File: config.mk
export PLATFORM = sky130hd
export DESIGN_NAME = rpn_cmd_sequencer_flat
export DESIGN_NICKNAME = d
export VERILOG_FILES = /design/src/rtl/rpn_cmd_sequencer_pkg.sv /design/src/rtl/rpn_cmd_sequencer_if.sv /design/src/rtl/rpn_token_fifo.sv /design/src/rtl/rpn_cmd_sequencer.sv /design/src/flat_wrapper.sv
export SDC_FILE = /design/constraint.sdc
export NUM_CORES = 1
export LEC_CHECK = 0
export CAP_MARGIN = 20
export CORE_MARGIN = 8
export CORE_UTILIZATION = 57
export CTS_CLUSTER_SIZE = 20
export DETAILED_ROUTE_END_ITERATION = 6
export MAX_ROUTING_LAYER = met4
export PLACE_DENSITY = 0.8
export SYNTH_ARGS = -nofsm -noshare
export SYNTH_HDL_FRONTEND = slang
export SYNTH_HIERARCHICAL = 1
export SYNTH_SLANG_ARGS = --single-unit
File: constraint.sdc
create_clock -name clk -period 4.65 [get_ports clk]
set_input_delay 0.465 -clock clk [delete_from_list [all_inputs] [get_ports clk]]
set_output_delay 0.465 -clock clk [all_outputs]
set_load 0.02 [all_outputs]
File: src/rtl/rpn_cmd_sequencer_pkg.sv
// Shared token, opcode and FSM types for the RPN command sequencer.
package rpn_pkg;

    typedef enum logic [1:0] {PUSH = 2'd0, OP = 2'd1, EVAL = 2'd2, CLEAR = 2'd3} token_kind_e;
    typedef enum logic [1:0] {NOP = 2'd0, NEG = 2'd1, ADD = 2'd2, MUL = 2'd3} op_e;

    typedef struct packed {
        token_kind_e kind;
        logic [15:0] data;
    } token_t;

    localparam int MAX_STACK = 1000;

    typedef enum logic [1:0] {IDLE, SETUP, STROBE, HOLD} state_e;

endpackage

File: src/rtl/rpn_cmd_sequencer_if.sv
// Token stream handshake into the sequencer.
interface rpn_cmd_sequencer_if;

    logic        in_valid;
    logic        in_ready;
    logic [1:0]  in_kind;
    logic [15:0] in_data;

    modport master (output in_valid, in_kind, in_data, input in_ready);
    modport slave  (input in_valid, in_kind, in_data, output in_ready);

endinterface

File: src/rtl/rpn_token_fifo.sv
// Synchronous token FIFO, head-of-queue visible on rd_tok while non-empty.
module rpn_token_fifo
    import rpn_pkg::*;
#(
    parameter int DEPTH = 8
) (
    input  logic   clk,
    input  logic   rst,
    input  logic   push,
    input  token_t wr_tok,
    input  logic   pop,
    output token_t rd_tok,
    output logic   full,
    output logic   empty
);

    localparam int AW = $clog2(DEPTH);

    token_t        mem [DEPTH];
    logic [AW-1:0] wp, rp;
    logic [AW:0]   cnt;
    logic          wr, rd;

    assign wr     = push && !full;
    assign rd     = pop && !empty;
    assign full   = (cnt == (AW+1)'(DEPTH));
    assign empty  = (cnt == '0);
    assign rd_tok = mem[rp];

    always_ff @(posedge clk or posedge rst) begin
        if (rst) begin
            wp  <= '0;
            rp  <= '0;
            cnt <= '0;
        end else begin
            if (wr) wp <= wp + 1'b1;
            if (rd) rp <= rp + 1'b1;
            case ({wr, rd})
                2'b10:   cnt <= cnt + 1'b1;
                2'b01:   cnt <= cnt - 1'b1;
                default: cnt <= cnt;
            endcase
        end
    end

    always_ff @(posedge clk) begin
        if (wr) mem[wp] <= wr_tok;
    end

endmodule

File: src/rtl/rpn_cmd_sequencer.sv
// Token-to-command sequencer for the step-clocked RPN calculator: legality via shadow depth,
// SETUP/STROBE/HOLD command timing and result snapshot on EVAL.
module rpn_cmd_sequencer #(
    parameter int FIFO_DEPTH = 8,
    parameter int GAP_CYCLES = 2,
    parameter int MAX_STACK  = 1000
) (
    input  logic                clk,
    input  logic                rst,
    rpn_cmd_sequencer_if.slave  tok,
    output logic                calc_nrst,
    output logic                calc_step,
    output logic                calc_push,
    output logic [1:0]          calc_op,
    output logic [15:0]         calc_d,
    input  logic [15:0]         calc_out,
    input  logic [9:0]          calc_cnt,
    output logic                res_valid,
    output logic [15:0]         res_data,
    output logic [9:0]          res_depth,
    output logic                err,
    output logic                busy
);

    import rpn_pkg::*;

    localparam int         GW    = (GAP_CYCLES > 1) ? $clog2(GAP_CYCLES) : 1;
    localparam logic [9:0] MAX_D = 10'(MAX_STACK);

    state_e          state, state_n;
    logic [GW-1:0]   gap, gap_n;
    logic [9:0]      depth, depth_n, pend, pend_n;
    logic            step_n, nrst_n, push_n, res_valid_n, err_n, cmd;
    logic [1:0]      op_n;
    logic [15:0]     d_n, res_data_n;
    logic [9:0]      res_depth_n;
    token_t          head, wr_tok;
    logic            full, empty, wr_en, rd_en;

    assign tok.in_ready = !full;
    assign wr_en        = tok.in_valid && !full;
    assign wr_tok       = '{kind: token_kind_e'(tok.in_kind), data: tok.in_data};
    assign rd_en        = (state == IDLE) && !empty;
    assign busy         = !empty || (state != IDLE);

    rpn_token_fifo #(.DEPTH(FIFO_DEPTH)) u_fifo (
        .clk    (clk),
        .rst    (rst),
        .push   (wr_en),
        .wr_tok (wr_tok),
        .pop    (rd_en),
        .rd_tok (head),
        .full   (full),
        .empty  (empty)
    );

    // pend carries the post-command depth from the pop until it commits on entry to STROBE
    always_comb begin
        state_n     = state;
        gap_n       = gap;
        depth_n     = depth;
        pend_n      = pend;
        cmd         = 1'b0;
        step_n      = 1'b0;
        nrst_n      = calc_nrst;
        push_n      = calc_push;
        op_n        = calc_op;
        d_n         = calc_d;
        res_valid_n = 1'b0;
        res_data_n  = res_data;
        res_depth_n = res_depth;
        err_n       = 1'b0;
        unique case (state)
            IDLE: if (!empty) begin
                pend_n = depth;
                unique case (head.kind)
                    PUSH: begin
                        cmd    = (depth < MAX_D);
                        pend_n = depth + 10'd1;
                    end
                    OP: unique case (op_e'(head.data[1:0]))
                        NOP: cmd = 1'b1;
                        NEG: cmd = (depth >= 10'd1);
                        ADD: begin
                            cmd    = (depth >= 10'd2);
                            pend_n = depth - 10'd1;
                        end
                        MUL: cmd = (depth >= 10'd2);
                    endcase
                    EVAL: begin
                        res_valid_n = 1'b1;
                        res_data_n  = calc_out;
                        res_depth_n = calc_cnt;
                    end
                    CLEAR: begin
                        cmd    = 1'b1;
                        pend_n = '0;
                    end
                endcase
                if (cmd) begin
                    state_n = SETUP;
                    push_n  = (head.kind == PUSH);
                    op_n    = (head.kind == OP) ? head.data[1:0] : 2'd0;
                    nrst_n  = (head.kind != CLEAR);
                    if (head.kind == PUSH) d_n = head.data;
                end else if (head.kind != EVAL) begin
                    err_n = 1'b1;
                end
            end
            SETUP: begin
                state_n = STROBE;
                step_n  = 1'b1;
                depth_n = pend;
            end
            STROBE: begin
                state_n = HOLD;
                gap_n   = GW'(GAP_CYCLES - 1);
            end
            HOLD: begin
                if (gap == '0) begin
                    state_n = IDLE;
                    nrst_n  = 1'b1;
                    push_n  = 1'b0;
                    op_n    = 2'd0;
                end else begin
                    gap_n = gap - 1'b1;
                end
            end
        endcase
    end

    // Reset lands in SETUP with calc_nrst low, so the calculator reset command runs first
    always_ff @(posedge clk or posedge rst) begin
        if (rst) begin
            state     <= SETUP;
            gap       <= '0;
            depth     <= '0;
            pend      <= '0;
            calc_step <= 1'b0;
            calc_nrst <= 1'b0;
            calc_push <= 1'b0;
            calc_op   <= 2'd0;
            calc_d    <= '0;
            res_valid <= 1'b0;
            res_data  <= '0;
            res_depth <= '0;
            err       <= 1'b0;
        end else begin
            state     <= state_n;
            gap       <= gap_n;
            depth     <= depth_n;
            pend      <= pend_n;
            calc_step <= step_n;
            calc_nrst <= nrst_n;
            calc_push <= push_n;
            calc_op   <= op_n;
            calc_d    <= d_n;
            res_valid <= res_valid_n;
            res_data  <= res_data_n;
            res_depth <= res_depth_n;
            err       <= err_n;
        end
    end

endmodule

File: src/flat_wrapper.sv
// flat-port wrapper written by rule: the top's interface ports become plain ports
module rpn_cmd_sequencer_flat import rpn_pkg::*;
#(
    parameter int FIFO_DEPTH = 8,
    parameter int GAP_CYCLES = 2,
    parameter int MAX_STACK  = 1000
)
  (clk, rst, calc_nrst, calc_step, calc_push, calc_op, calc_d, calc_out, calc_cnt, res_valid, res_data, res_depth, err, busy, tok_in_valid, tok_in_kind, tok_in_data, tok_in_ready);
  rpn_cmd_sequencer_if tok_i ();
  input  logic clk;
  input  logic rst;
  output logic calc_nrst;
  output logic calc_step;
  output logic calc_push;
  output logic [1:0] calc_op;
  output logic [15:0] calc_d;
  input  logic [15:0] calc_out;
  input  logic [9:0] calc_cnt;
  output logic res_valid;
  output logic [15:0] res_data;
  output logic [9:0] res_depth;
  output logic err;
  output logic busy;
  input wire logic [$bits(tok_i.in_valid)-1:0] tok_in_valid;
  input wire logic [$bits(tok_i.in_kind)-1:0] tok_in_kind;
  input wire logic [$bits(tok_i.in_data)-1:0] tok_in_data;
  output wire logic [$bits(tok_i.in_ready)-1:0] tok_in_ready;
  assign tok_i.in_valid = tok_in_valid;
  assign tok_i.in_kind = tok_in_kind;
  assign tok_i.in_data = tok_in_data;
  assign tok_in_ready = tok_i.in_ready;
  rpn_cmd_sequencer #(.FIFO_DEPTH(FIFO_DEPTH), .GAP_CYCLES(GAP_CYCLES), .MAX_STACK(MAX_STACK)) u_core (.clk(clk), .rst(rst), .tok(tok_i), .calc_nrst(calc_nrst), .calc_step(calc_step), .calc_push(calc_push), .calc_op(calc_op), .calc_d(calc_d), .calc_out(calc_out), .calc_cnt(calc_cnt), .res_valid(res_valid), .res_data(res_data), .res_depth(res_depth), .err(err), .busy(busy));
endmodule
==> metrics.txt <==
Slew Limit Headroom 39.38%; Max Freq 262.1 MHz; DRT Pass-1 Iters 4; critical path startpoint u_core/u_fifo/cnt[0]$_DFFE_PP0P_; Reg-to-Reg End u_core/u_fifo/cnt[3]$_DFFE_PP0P_; Synth Area per Inst 16.79 um2; Setup Fix Bufs, Post-CTS 0; vias per std cell 5.944; FF/Latch Area 6379 um2; IO Port Bufs 97; Seq cells post-synth 226; CTS tree done; Period minus WS final 3.815 ns; clock sinks 226; element type at the critical path start register; peak supply drop 0.0004346 V; setup TNS 0 ns; hpwl dp 12810 um; commonest non-fill, non-tap cells in the layout edfxtp_1 (144), clkdlybuf4s50_1 (97), dfrtp_1 (80); Rows 47; post-synth net total 638; Setup Skew 0.02298 ns; final count of hold timing violations 0; FF-to-FF path depth 11; DIE AREA 21460 um2; Max Cap Viol 0; io pins 98; Setup CP Type reg2reg; Vias 5510; Cell variety after synth 68; asr flop ratio synth 36.28%; period utilisation layout 82.04%; worst-margin pin slew 0.9080 ns; Post-synth top flop edfxtp_1; critical path arrival 4.19 ns; hold_buf cts 0; layout net count 749; CTS H-tree depth 1; Post-synth EDFFs 144; crit end category register; GPL Wtd Cong 0.8773; crit-path max FO 20; mapped cell area 9706 um2; Filler Cells Inserted 1046; Clk pin slew, worst setup/hold paths 0.06 ns; CTS max path bufs 3; ant diodes 0; CP required 5.03 ns; Die X 146.5 um; post-synthesis cell count 578; max-slew violations 0; Initial Util 58.32%; largest net degree at the start of global routing 39; Leak 0.004349 uW; die height 146.5 um; setup violators final 0; first-pass GRT wire length 31760 um; Placement Setup Slack 0.9233 ns; core area 16640 um2; R2R setup slack 0.84 ns; Hold Crit Class in2async; final WL 19940 um; antenna-violating nets left 0; total CTS buffers 24; Setup WS post-layout 0.8350 ns; clock latency on the worst-skew pair 0.52 ns; GRT Overall Usage 18.99%; power density over the cells 685.6 nW/um2; root buffer cell clkbuf_16; Post-CTS Resized 0; global route overflow 0; DRC violations left 0; YS warnings 6; initial antenna violation count 0; drt initial violations 417; Synth-to-Final Area Change 20.96%; Routed wire per std cell 21.51 um; Seq/Total Area, Yosys 65.71%; Critical R2R Launch u_core/u_fifo/cnt[0]$_DFFE_PP0P_; most common cell after layout, fill and taps aside edfxtp_1; vias in the first global route 5822; crit path to u_core/u_fifo/cnt[3]$_DFFE_PP0P_; RSZ-0062 raised after global routing no; status finished, final reports clean; Multi-input gate area 3099 um2; share of cells above drive strength 1 19.09%
## area by class of cell
cell class	instances	area share (%)
clock buffer	30	5.734
inverter	18	0.5755
sequential	226	54.33
tap	220	2.345
multi-input combinational	306	26.40
clock inverter	14	1.322
timing repair buffer	113	9.293
## worst min-delay path by stage
stage	startpoint	end	slack, ns	cells past startpoint
2_1_floorplan	rst	u_core/u_fifo/cnt[0]$_DFFE_PP0P_	0.31	1
3_3_place_gp	u_core/pend[1]$_DFFE_PP0P_	u_core/depth[1]$_DFFE_PP0P_	0.46	2
3_5_place_dp	u_core/pend[1]$_DFFE_PP0P_	u_core/pend[1]$_DFFE_PP0P_	0.48	2
4_1_cts	rst	u_core/u_fifo/wp[0]$_DFFE_PP0P_	0.27	2
5_1_grt	rst	u_core/u_fifo/wp[0]$_DFFE_PP0P_	0.33	2
6_report	rst	u_core/u_fifo/wp[0]$_DFFE_PP0P_	0.28	2
## worst max-delay path, cell delays in order (launching register included)
cell and delay [ns]:
dfrtp_1 0.46, nor4_1 0.55, nand2b_1 0.18, buf_4 0.25, inv_1 0.26, o41ai_1 0.22, inv_1 0.17, ha_1 0.33
ha_1 0.38, or4b_2 0.62, o311ai_0 0.15, o211ai_1 0.13
## power breakdown
part           switching [uW]  internal, uW
Combinational            1540          1470
Sequential                435          2690
Clock                     773          1150
Total                    2740          5300
## layer usage
layer	vias up	track usage, %	routed length [um]
li1	2507	-	-
met1	2781	22.48	8178
met2	182	32.87	10310
met3	40	3.925	1052
met4	0	4.431	395
met5	-	-	0
## metrics by stage
stage                     std cells  hold slack [ns]  util, %  area, um2  power, uW
after floorplan                 578           0.3052        -       9706       5134
after global placement          883           0.4603    65.57      10910       6011
after detailed placement        883           0.4816    65.57      10910       6158
after CTS                       927           0.2745    70.54      11740       8108
after global routing            927           0.3303    70.54      11740       8458
final                           927           0.2763    70.54      11740       8049
## cells in the mapped netlist (10+ instances only)
| master | instances | area share [%] |
|---|---|---|
| nor3_1 | 10 | 0.52 |
| dfrtp_1 | 81 | 21 |
| mux2_1 | 10 | 1.2 |
| clkbuf_1 | 11 | 0.43 |
| mux4_1 | 26 | 7.0 |
| o21ai_0 | 19 | 0.98 |
| edfxtp_1 | 144 | 45 |
| mux4_2 | 10 | 2.3 |
| mux2_2 | 58 | 6.7 |
| ha_1 | 12 | 1.5 |
| nand2_1 | 25 | 0.97 |
| inv_1 | 18 | 0.70 |
| nor2_1 | 17 | 0.66 |
## logic make-up (layout without fill, tap and decap cells)
| logic type | Yosys count | in the layout | share of synthesized area, % |
|---|---|---|---|
| flops | 226 | 226 | 65.71 |
| simple gates | 116 | 116 | 6.910 |
| mux | 106 | 106 | 17.46 |
| compound gates | 62 | 62 | 4.899 |
| buf+inv | 46 | 175 | 2.462 |
| fa+ha+maj | 13 | 13 | 1.753 |
| xor+xnor | 9 | 9 | 0.8122 |
## registers in the layout, indices dropped and copies added (netlist names), 2 cells and up
register and count:
u_core/pend 10, u_core/calc_d 16, u_core/u_fifo/cnt 4, u_core/u_fifo/wp 3, u_core/state 2, u_core/u_fifo/mem 144, u_core/calc_op 2, u_core/res_depth 10
u_core/depth 10, u_core/u_fifo/rp 3, u_core/res_data 16
Power figures use the tool's default switching activity.
